===== src/rtl/power_iter_pkg.sv =====
// Shared types for the power_iter block: FSM state encoding, the reset state,
// and a helper that picks the state entered when an operand pair is accepted.
package power_iter_pkg;

  typedef enum logic [1:0] {
    IDLE = 2'd0,
    CALC = 2'd1,
    DONE = 2'd2
  } state_t;

  localparam state_t STATE_RESET = IDLE;

  // A zero exponent has nothing to multiply, so the result (1) is ready at once.
  function automatic state_t accept_target(input logic n_is_zero);
    return n_is_zero ? DONE : CALC;
  endfunction

endpackage


===== src/rtl/power_iter_mul.sv =====
// Combinational W x W -> 2W unsigned multiplier. Kept in its own module so a
// DSP-mapped or pipelined variant can be dropped in without touching the
// sequencing in power_iter.
module power_iter_mul #(
  parameter int W = 8
) (
  input  logic [W-1:0]   a,
  input  logic [W-1:0]   b,
  output logic [2*W-1:0] p
);

  logic [2*W-1:0] a_ext;
  logic [2*W-1:0] b_ext;

  assign a_ext = {{W{1'b0}}, a};
  assign b_ext = {{W{1'b0}}, b};

  // Full-width product; the upper half is only used for overflow detection.
  assign p = a_ext * b_ext;

endmodule


===== src/rtl/power_iter.sv =====
// power_iter: iterative x^n mod 2^W with a runtime exponent, one multiply per
// cycle, valid/ready on both sides. Operands are captured at accept and the
// result is held under backpressure.
// Optional build macro: POWER_ITER_OVERFLOW_EN drives o_overflow with a sticky
// flag that is set when any intermediate product needs more than W bits.
module power_iter
  import power_iter_pkg::*;
#(
  parameter int W   = 8,
  parameter int N_W = 4
) (
  input  logic           i_clk,
  input  logic           i_arst_n,
  input  logic [W-1:0]   i_x,
  input  logic [N_W-1:0] i_n,
  input  logic           i_valid,
  output logic           o_ready,
  output logic [W-1:0]   o_xPower,
  output logic           o_valid,
  input  logic           i_ready,
  output logic           o_overflow
);

  state_t         state_q;
  state_t         state_d;
  logic [W-1:0]   x_q;
  logic [W-1:0]   xPower_q;
  logic [N_W-1:0] count_q;
  logic [2*W-1:0] prod;
  logic           accept;
  logic           in_calc;
  logic           last_calc;

  // Ready in IDLE, or in DONE when the consumer takes the result this cycle
  // so a new pair can follow back-to-back.
  assign o_ready   = (state_q == IDLE) || ((state_q == DONE) && i_ready);
  assign accept    = i_valid && o_ready;
  assign in_calc   = (state_q == CALC);
  assign last_calc = in_calc && (count_q == N_W'(1));

  assign o_valid   = (state_q == DONE);
  assign o_xPower  = xPower_q;

  power_iter_mul #(
    .W (W)
  ) u_mul (
    .a (xPower_q),
    .b (x_q),
    .p (prod)
  );

  // State register.
  always_ff @(posedge i_clk or negedge i_arst_n) begin
    if (!i_arst_n) begin
      state_q <= STATE_RESET;
    end else begin
      state_q <= state_d;
    end
  end

  // Next-state logic.
  always_comb begin
    state_d = state_q;
    case (state_q)
      IDLE: begin
        if (accept) begin
          state_d = accept_target(i_n == '0);
        end
      end
      CALC: begin
        if (last_calc) begin
          state_d = DONE;
        end
      end
      DONE: begin
        if (accept) begin
          state_d = accept_target(i_n == '0);
        end else if (i_ready) begin
          state_d = IDLE;
        end
      end
      default: begin
        state_d = STATE_RESET;
      end
    endcase
  end

  // Operand capture at accept, then one multiply and one decrement per CALC cycle.
  // count_q is at least 1 whenever CALC is active, so the decrement never wraps.
  always_ff @(posedge i_clk or negedge i_arst_n) begin
    if (!i_arst_n) begin
      x_q      <= '0;
      count_q  <= '0;
      xPower_q <= W'(1);
    end else if (accept) begin
      x_q      <= i_x;
      count_q  <= i_n;
      xPower_q <= W'(1);
    end else if (in_calc) begin
      xPower_q <= prod[W-1:0];
      count_q  <= count_q - N_W'(1);
    end
  end

`ifdef POWER_ITER_OVERFLOW_EN
  logic overflow_q;

  // Sticky per-operation overflow: cleared on accept, set by any wide product.
  always_ff @(posedge i_clk or negedge i_arst_n) begin
    if (!i_arst_n) begin
      overflow_q <= 1'b0;
    end else if (accept) begin
      overflow_q <= 1'b0;
    end else if (in_calc && (|prod[2*W-1:W])) begin
      overflow_q <= 1'b1;
    end
  end

  assign o_overflow = overflow_q;
`else
  logic unused_prod_hi;

  // Without overflow tracking the upper product half has no consumer.
  assign unused_prod_hi = |prod[2*W-1:W];
  assign o_overflow     = 1'b0;
`endif

endmodule


===== config.mk =====
export PLATFORM = sky130hd
export DESIGN_NAME = power_iter
export DESIGN_NICKNAME = d
export VERILOG_FILES = /design/src/rtl/power_iter_pkg.sv /design/src/rtl/power_iter_mul.sv /design/src/rtl/power_iter.sv
export SDC_FILE = /design/constraint.sdc
export NUM_CORES = 1
export LEC_CHECK = 0
export BUFFER_PORTS_ARGS = -buffer_cell sky130_fd_sc_hd__buf_2
export CELL_PAD_IN_SITES_DETAIL_PLACEMENT = 0
export CELL_PAD_IN_SITES_GLOBAL_PLACEMENT = 1
export CORE_MARGIN = 2
export CORE_UTILIZATION = 44
export CTS_CLUSTER_DIAMETER = 50
export CTS_CLUSTER_SIZE = 8
export DETAILED_ROUTE_END_ITERATION = 8
export GPL_TIMING_DRIVEN = 1
export PLACE_DENSITY = 0.91
export SLEW_MARGIN = 20
export SYNTH_ARGS = -nofsm -noshare
export SYNTH_HDL_FRONTEND = slang
export SYNTH_SLANG_ARGS = --single-unit

===== constraint.sdc =====
create_clock -name i_clk -period 5.35 [get_ports i_clk]
set_clock_uncertainty 0.1 [all_clocks]
set_input_delay 0 -clock i_clk [delete_from_list [all_inputs] [get_ports i_clk]]
set_output_delay 0 -clock i_clk [all_outputs]
set_load 0.005 [all_outputs]

==> impl_metrics.yaml <==
clock_network:
  htree_num_levels: 1
  cts-resized-gates: 0
  cts.sinks: 22
  insertion_delay_ns: 0.26
  path_clk_slew_ns: 0.08
  clock_tree.buffer_depth: 2
  clock_buffer_count_from_cts: 3
  clock-root-buffer: "sky130_fd_sc_hd__clkbuf_8"
  tritoncts: "yes"
setup_path:
  critical_path.max_stage_delay_ns: 0.54
  timing.critical_path.required_ns: 5.36
  worst-path-stages: 13
  timing.critical_path.arrival_ns: 4.20
  cp_slowest_cell: "sky130_fd_sc_hd__fa_1"
  r2r.worst_path.cells: 13
  timing.critical_path.cells: "nand2_1, fa_1, fa_1, inv_1, fa_1, inv_1, fa_1, inv_1, ha_1, a21oi_1, xnor3_1, xnor3_1, o22ai_1"
  critical_path.startpoint_type: "register"
  critical-path-top-cell-by-count: "sky130_fd_sc_hd__fa_1"
  worstPathBufferInverterCount: 3
  setup.worst_path.end_class: "register"
  worst_path_dominant_cell_family: "adder cells"
  critPathKind: "register to register"
  critical_path_peak_fanout: 9
synth:
  yosys_register_bits: 22
  syn-instance-count: 192
  synth_seq_area_share: 0.300
  synth.lib_cells_used.distinct: 28
  synth_area_per_cell_um2: 9.58
  yosysWarningCount: 0
  synth_nets: 238
  netlist_area_um2: 1840
timing:
  max_slew_violation_count: 0
  rsz0062_at_grt: "false"
  fin_crit_sh: 0.783
  tightestPinTransition_ns: 0.848
  report.final.hold_viol_count: 0
  worst_slew_margin_rel: 0.435
  max_freq_ghz: 0.239
  finalCriticalPeriod_ns: 4.19
  fin_tns_setup_ns: 0
  report.final.setup_viol: 0
routing:
  met2RoutedLength_um: 1960
  post_drt_wl_per_cell_um: 13.6
  drc_markers: 0
  vias: 1395
  met1Wirelength_um: 1700
  drt.antenna.violating_nets: 0
  via_per_inst: 4.98
  dr_wl_met3_um: 107
  first_pass_iters: 4
  initial_detailed_routing_violation_count: 46
  maxUsedRoutingLayer: "met4"
  wirelength_um: 3800
finish:
  fillers: 374
  final_common_cell: "sky130_fd_sc_hd__nand2_1"
  layout.cells.most_common_list: "sky130_fd_sc_hd__nand2_1, sky130_fd_sc_hd__inv_1, sky130_fd_sc_hd__buf_2"
  layoutNonFillerInstCount: 280
  area_growth_syn_to_layout_pct: 19.3
  layout-drive-gt1-share: 0.191
  antenna_cells: 0
  finish.net_count: 277
global_routing:
  groute.usage.overall: 0.197
  grt_start_max_net_pins: 25
  antenna_violations_before_repair: 0
  globalRoute.totalOverflow: 0
  grt_first_pass_wirelength_um: 6850
  grt_pass1_vias: 1503
placed_design:
  placed_cells: 261
  portBuffers: 25
  hpwl_um: 2770
  gp_congestion: 0.830
worst_hold_path:
  hp-class: "input port to async pin"
floorplanning:
  coreArea_um2: 4000
  starting_density_of_the_core: 0.460
  die_area_um2: 4710
  fp.dieH_um: 68.7
  placement_rows: 23
  io_pins: 27
  die-width_um: 68.7
job:
  maxCapViolCount: 0
run_status:
  outcome: "finished, final reports clean"
-- worst register-to-register path, stage by stage (launching register included) --
cell,delay (ns)
sky130_fd_sc_hd__dfrtp_1,0.52
sky130_fd_sc_hd__nand2_1,0.13
sky130_fd_sc_hd__fa_1,0.46
sky130_fd_sc_hd__fa_1,0.54
sky130_fd_sc_hd__inv_1,0.05
sky130_fd_sc_hd__fa_1,0.47
sky130_fd_sc_hd__inv_1,0.05
sky130_fd_sc_hd__fa_1,0.53
sky130_fd_sc_hd__inv_1,0.05
sky130_fd_sc_hd__ha_1,0.31
sky130_fd_sc_hd__a21oi_1,0.16
sky130_fd_sc_hd__xnor3_1,0.23
sky130_fd_sc_hd__xnor3_1,0.37
sky130_fd_sc_hd__o22ai_1,0.07
-- logic make-up (layout without fill, tap and decap cells) --
kind of cell / count (synthesis) / count (layout) / share of synthesized area
xor gates and xnor gates: 16 / 16 / 0.0952
DFF: 22 / 22 / 0.300
AOI/OAI and AO/OA: 19 / 19 / 0.0646
adders and majority gates: 30 / 30 / 0.253
muxes: 8 / 8 / 0.0490
and+or+nand+nor: 64 / 64 / 0.168
other: 1 / 1 / 0.00204
buffers and inverters: 32 / 70 / 0.0680
-- final timing paths --
check | startpoint | to | slack [ns]
worst max register to register | o_xPower[1] | o_xPower[7] | 1.16
worst max-delay path | o_xPower[1] | o_xPower[7] | 1.16
worst min register to register | x_q[6] | x_q[6] | 0.44
max in group asynchronous | i_arst_n | o_xPower[0] | 4.66
min in group i_clk | i_ready | o_ready | 0.24
worst min-delay path | i_arst_n | count_q[3] | 0.12
-- synth_stat cells (all sizes together) --
cell,instances,area share
dfrtp,21,0.29
dfstp,1,0.014
xor2,3,0.014
ha,18,0.12
fa,12,0.13
conb,1,0.0020
nand2,34,0.071
inv,26,0.053
buf,2,0.0068
nor2b,3,0.010
a21oi,3,0.0082
mux2,8,0.049
o21ai,7,0.019
xnor3,2,0.024
nor2,6,0.012
nor4,2,0.0068
clkbuf,4,0.0082
xnor2,11,0.056
and2,17,0.061
a22o,1,0.0048
nand2b,2,0.0068
a221o,2,0.011
a21o,2,0.0082
o22ai,4,0.014
-- area by class of cell --
type	instances	area, µm²	share of cell area
Tap cell	50	62.6	0.0285
Sequential cell	22	552	0.251
Clock buffer	4	45.0	0.0205
Multi-Input combinational cell	138	1160	0.530
Timing Repair Buffer	40	275	0.125
Inverter	26	97.6	0.0445
-- repair_timing --
action | 4_1_cts | 5_1_grt
setup buffers | 0 | 0
hold buffers | 15 | 0
endpoints found under the hold margin | 35 | 0
-- through the flow --
step | hold WS, ns | setup WS, ns | utilization | instance area [µm²]
2_1_floorplan | -0.396 | 1.42 | - | 1840
3_3_place_gp | -0.107 | 1.23 | 0.500 | 2000
3_5_place_dp | -0.107 | 1.16 | 0.500 | 2000
4_1_cts | 0.143 | 1.13 | 0.549 | 2190
5_1_grt | 0.195 | 0.925 | 0.549 | 2190
6_report | 0.122 | 1.16 | 0.549 | 2190
-- sequential cells by signal (all words and copies together) (netlist names) --
signal and cells:
o_xPower 8, state_q 2, count_q 4, x_q 8
-- metal layers --
metal,vias to the layer above,track usage
met4,0,0.0625
met1,688,0.255
met2,24,0.340
li1,679,-
met3,4,0.0244
met5,-,0
Power is left out: the tool's default activity adds up to more than one toggle a clock period on the data nets, which glitch-free logic cannot reach.
